===== config.mk =====
export PLATFORM = sky130hd
export DESIGN_NAME = multi_edge_detector
export DESIGN_NICKNAME = d
export VERILOG_FILES = /design/src/rtl/edge_pkg.sv /design/src/rtl/debounce_channel.sv /design/src/rtl/multi_edge_detector.sv
export SDC_FILE = /design/constraint.sdc
export NUM_CORES = 1
export LEC_CHECK = 0
export ABC_AREA = 1
export BUFFER_PORTS_ARGS = -buffer_cell sky130_fd_sc_hd__buf_2
export CAP_MARGIN = 25
export CORE_MARGIN = 1.5
export CORE_UTILIZATION = 45
export DETAILED_ROUTE_END_ITERATION = 8
export RECOVER_POWER = 25
export SYNTH_ARGS = -nofsm -noshare
export SYNTH_HDL_FRONTEND = slang
export SYNTH_HIERARCHICAL = 1
export SYNTH_SLANG_ARGS = --single-unit

===== constraint.sdc =====
create_clock -name clk -period 1.6 [get_ports clk]
set_input_delay 0.08 -clock clk [delete_from_list [all_inputs] [get_ports clk]]
set_output_delay 0.08 -clock clk [all_outputs]
set_load 0.005 [all_outputs]

===== src/rtl/edge_pkg.sv =====
// Shared constants, edge event type and counter sizing for multi_edge_detector.
package edge_pkg;

  localparam int unsigned SYNC_STAGES_MIN = 2;
  localparam int unsigned SYNC_STAGES_MAX = 4;
  localparam int unsigned DEBOUNCE_MAX    = 65535;

  // Outcome of one channel's debounce decision in a given cycle.
  typedef enum logic [1:0] {
    EDGE_NONE,
    EDGE_RISE,
    EDGE_FALL
  } edge_t;

  // Counter must hold values 0..cycles-1; never narrower than one bit.
  function automatic int unsigned cnt_width(input int unsigned cycles);
    return (cycles < 1) ? 1 : $clog2(cycles + 1);
  endfunction

endpackage


===== src/rtl/debounce_channel.sv =====
// One channel: synchroniser chain, stability counter and debounced level register.
// edge_o reports, combinationally, the flip accepted at the coming clock edge.
module debounce_channel
  import edge_pkg::*;
#(
  parameter int unsigned SyncStages     = 2,
  parameter int unsigned DebounceCycles = 16,
  parameter bit          InitLevel      = 1'b0
) (
  input  logic  clk_i,
  input  logic  rst_ni,
  input  logic  sig_i,
  output logic  level_o,
  output edge_t edge_o
);

  localparam int unsigned     CntW   = cnt_width(DebounceCycles);
  localparam logic [CntW-1:0] CntMax = CntW'(DebounceCycles - 1);

  logic [SyncStages-1:0] sync_q;
  logic                  syncd;
  logic [CntW-1:0]       cnt_d, cnt_q;
  logic                  level_d, level_q;

  assign syncd = sync_q[SyncStages-1];

  // Plain flop chain, no logic between stages.
  always_ff @(posedge clk_i or negedge rst_ni) begin
    if (!rst_ni) begin
      sync_q <= {SyncStages{InitLevel}};
    end else begin
      sync_q <= {sync_q[SyncStages-2:0], sig_i};
    end
  end

  // Count consecutive cycles that disagree with the level; flip on the last one.
  always_comb begin
    cnt_d   = '0;
    level_d = level_q;
    edge_o  = EDGE_NONE;
    if (syncd != level_q) begin
      if (cnt_q == CntMax) begin
        level_d = syncd;
        edge_o  = syncd ? EDGE_RISE : EDGE_FALL;
      end else begin
        cnt_d = cnt_q + CntW'(1);
      end
    end
  end

  // Counter and accepted level state.
  always_ff @(posedge clk_i or negedge rst_ni) begin
    if (!rst_ni) begin
      cnt_q   <= '0;
      level_q <= InitLevel;
    end else begin
      cnt_q   <= cnt_d;
      level_q <= level_d;
    end
  end

  assign level_o = level_q;

endmodule


===== src/rtl/multi_edge_detector.sv =====
// Multi-channel synchronise/debounce/edge-detect block with per-channel edge mask
// and an aggregate any-edge pulse. Optional sticky event flags under
// MULTI_EDGE_STICKY_EN.
module multi_edge_detector
  import edge_pkg::*;
#(
  parameter int unsigned WIDTH           = 4,
  parameter int unsigned SYNC_STAGES     = 2,
  parameter int unsigned DEBOUNCE_CYCLES = 16,
  parameter bit          INIT_LEVEL      = 1'b0
) (
  input  logic             clk,
  input  logic             resetN,
  input  logic [WIDTH-1:0] signalIn,
  input  logic [WIDTH-1:0] edgeMask,
`ifdef MULTI_EDGE_STICKY_EN
  input  logic [WIDTH-1:0] eventClear,
  output logic [WIDTH-1:0] eventFlags,
`endif
  output logic [WIDTH-1:0] signalOut,
  output logic [WIDTH-1:0] risingEdge,
  output logic [WIDTH-1:0] fallingEdge,
  output logic             anyEdge
);

  // Out-of-range parameters are pulled back into the supported range.
  localparam int unsigned SyncStagesEff =
      (SYNC_STAGES < SYNC_STAGES_MIN) ? SYNC_STAGES_MIN :
      (SYNC_STAGES > SYNC_STAGES_MAX) ? SYNC_STAGES_MAX : SYNC_STAGES;
  localparam int unsigned DebounceEff =
      (DEBOUNCE_CYCLES < 1) ? 1 :
      (DEBOUNCE_CYCLES > DEBOUNCE_MAX) ? DEBOUNCE_MAX : DEBOUNCE_CYCLES;

  edge_t            flip [WIDTH];
  logic [WIDTH-1:0] rise_d, rise_q;
  logic [WIDTH-1:0] fall_d, fall_q;
  logic             any_d, any_q;

  for (genvar g = 0; g < WIDTH; g++) begin : g_ch
    debounce_channel #(
      .SyncStages    (SyncStagesEff),
      .DebounceCycles(DebounceEff),
      .InitLevel     (INIT_LEVEL)
    ) u_ch (
      .clk_i  (clk),
      .rst_ni (resetN),
      .sig_i  (signalIn[g]),
      .level_o(signalOut[g]),
      .edge_o (flip[g])
    );
  end

  // Mask is applied to the flip decision so pulses line up with the new level.
  always_comb begin
    rise_d = '0;
    fall_d = '0;
    for (int i = 0; i < WIDTH; i++) begin
      rise_d[i] = (flip[i] == EDGE_RISE) && !edgeMask[i];
      fall_d[i] = (flip[i] == EDGE_FALL) && !edgeMask[i];
    end
    any_d = |(rise_d | fall_d);
  end

  // Registered edge pulses and their OR.
  always_ff @(posedge clk or negedge resetN) begin
    if (!resetN) begin
      rise_q <= '0;
      fall_q <= '0;
      any_q  <= 1'b0;
    end else begin
      rise_q <= rise_d;
      fall_q <= fall_d;
      any_q  <= any_d;
    end
  end

  assign risingEdge  = rise_q;
  assign fallingEdge = fall_q;
  assign anyEdge     = any_q;

`ifdef MULTI_EDGE_STICKY_EN
  logic [WIDTH-1:0] flags_q;

  // Flags latch visible edge pulses; a coincident clear loses to the set.
  always_ff @(posedge clk or negedge resetN) begin
    if (!resetN) begin
      flags_q <= '0;
    end else begin
      flags_q <= (flags_q & ~eventClear) | rise_q | fall_q;
    end
  end

  assign eventFlags = flags_q;
`endif

endmodule


==> qor.csv <==
metric;value;unit
dr.pass1.iters;4;
io_buffers;22;
ctsResizeCount;0;
routed_wirelength;2810;µm
wl_per_cell;10.0;µm
drv_cap;0;
slew_headroom;0.226;
ios;23;
worst_pin_slew;1.16;ns
grt_pass1_vias;1298;
dp_hpwl;2100;µm
die_h;65.1;µm
min_path_type;in -> reg;
syn-cell-area;1740;µm²
synth_compound_area_frac;0;
die_x;65.1;µm
period_needed;1.43;ns
n_antenna_cell;0;
grt_max_degree;22;
crit_type;reg -> reg;
die-area;4240;µm²
drc;0;
yosys_warnings;6;
power_density;986;nW/µm²
outcome;finished clean;
dp_slack;0.167;ns
track_usage;0.164;
overflow;0;
synth_seq_area_share;0.591;
antenna_found_initial;0;
fin_tns_setup;0;ns
syn_to_final_growth;20.5;%
clock_sink_count;41;
yosys-top-cells-area;dfrtp_1 (59%), nand2_1 (9.3%), inv_1 (9.1%);
synth.largest_area_cell;dfrtp_1;
finalWorstSetupSlack;0.168;ns
rows;22;
vias_per_cell;4.55;
layout-drive-gt1-share;0.159;
grt_pass1_wl;5110;µm
path_clk_slew;0.07;ns
gp_congestion;0.762;
cp.required;1.79;ns
max-vdd-ir-drop;0.981;mV
reg2reg_from;g_ch[1].u_ch/cnt_q[0]$_DFF_PN0_;
synthArstFlopShare;1.00;
rsz0062_at_grt;false;
slew_viol_final;0;
crit_start;g_ch[1].u_ch/cnt_q[0]$_DFF_PN0_;
yosys_most_used_dff;dfrtp_1;
gr-usage-met3;0.0668;
worst_clock_skew;0.00981;ns
synth_nets;210;
synth_most_common_cell;nand2_1;
synth_edf_count;0;
grtUsageMet1;0.179;
final-setup-viol-count;0;
synth_top_family_by_area;simple AND/OR/NAND/NOR gates;
cp.arrival;1.62;ns
start_util;0.470;
fmax;0.698;GHz
clock_path_buffers;2;
synthMuxAreaShare;0;
clock_latency;0.29;ns
drt-initial-drc-count;60;
cts_made_buffers;5;
synth_xor_area_frac;0.0202;
period_share;0.895;
cts_setup_buffers;0;
worstSetupStartpointType;register;
final_net_count;245;
vias;1273;
cts_root_buf;clkbuf_8;
synth.distinct_cells;10;
netlist.area_leader.share;0.591;
cp_max_fo;4;
grt_busiest_layer;met2;
final_hold_viol_count;0;
synth_area_per_cell;8.85;µm²
h-tree-depth;2;
synth_seq_cells;41;
syn_inst;196;
cellLeakagePower;1.25;nW
synthAdderAreaFrac;0.0288;
core;3690;µm²
worstSetupEndpointType;register;
min-delay-start;edgeMask[0];
post_synth_and_or_nand_nor_area_fraction;0.269;
ant_nets;0;
met2_usage;0.267;
synth_common_cells;nand2_1 (43), inv_1 (42), dfrtp_1 (41);
cts_tree;yes;
cts_hold_buf;5;
## registers in the layout, summed over array words and instances (netlist names)
register,flops
g_ch.u_ch/sync_q,8
g_ch.u_ch/level_o,4
fallingEdge,4
risingEdge,4
g_ch.u_ch/cnt_q,20
anyEdge,1
## layer usage
metal | vias up | wire, µm
met1 | 585 | 1210
met5 | - | 0
met3 | 4 | 175
met2 | 28 | 1360
met4 | 0 | 69
li1 | 656 | -
## cell usage in the layout (no fill, tap or decap)
cell,count
buf_12,1
buf_2,21
bufinv_16,1
clkbuf_1,2
clkbuf_8,6
dfrtp_1,41
dlygate4sd3_1,5
ha_1,4
inv_1,42
nand2_1,43
nand2_2,4
nand3_1,14
nand4_1,4
nand4_2,4
nor2_1,36
xnor2_1,4
## path summary, 6_finish.rpt
path                                                         end  slack (ns)  depth (start not counted)
min in group asynchronous       g_ch[3].u_ch/sync_q[1]$_DFF_PN0_        0.54                          2
worst max register to register                 anyEdge$_DFF_PN0_        0.17                          8
worst min register to register  g_ch[2].u_ch/sync_q[1]$_DFF_PN0_        0.35                          0
worst min-delay path                    fallingEdge[0]$_DFF_PN0_        0.04                          4
worst max-delay path                           anyEdge$_DFF_PN0_        0.17                          8
max in group asynchronous                risingEdge[2]$_DFF_PN0_        0.37                          2
## power breakdown
part / total (mW) / leakage [nW] / switching [mW] / internal, mW
Sequential: 1.10 / 0.544 / 0.0323 / 1.07
Clock: 0.840 / 0.0585 / 0.332 / 0.508
Combinational: 0.118 / 0.648 / 0.0660 / 0.0523
## kinds of logic (layout without fill, tap and decap cells)
kind of cell             Yosys count  in the layout
buffers and inverters             42             78
flip-flops                        41             41
XOR/XNOR                           4              4
adder cells (fa/ha/maj)            4              4
AND/OR/NAND/NOR                  105            105
## critical path, cell delays in order (launching register included)
cell and delay, ns:
dfrtp_1 0.39, ha_1 0.24, nand4_2 0.18, nor2_1 0.16, inv_1 0.06, nand3_1 0.09, nand2_1 0.06, nor2_1 0.10
nand2_1 0.05
## through the flow
stage / cell area [µm²] / power, mW / utilization / instances / hold slack (ns)
after CTS: 2090 / 2.10 / 0.567 / 280 / 0.0328
after floorplan: 1740 / 1.18 / - / 196 / -0.216
final: 2090 / 2.06 / 0.567 / 280 / 0.0402
after detailed placement: 1930 / 1.23 / 0.522 / 267 / 0.0715
after global placement: 1930 / 1.22 / 0.522 / 267 / 0.0608
after global routing: 2090 / 2.17 / 0.567 / 280 / 0.0790
## layout make-up
| type | instances | area, µm² |
|---|---|---|
| repair buffers | 28 | 179 |
| flip-flops and latches | 41 | 1030 |
| inverters | 42 | 158 |
| clock buffers | 7 | 86.3 |
| fillers | 333 | 1600 |
| clock inverters | 1 | 30.0 |
| multi-input cells | 113 | 552 |
| well taps | 48 | 60.1 |
Note: power is estimated with default switching activity, not from simulation.
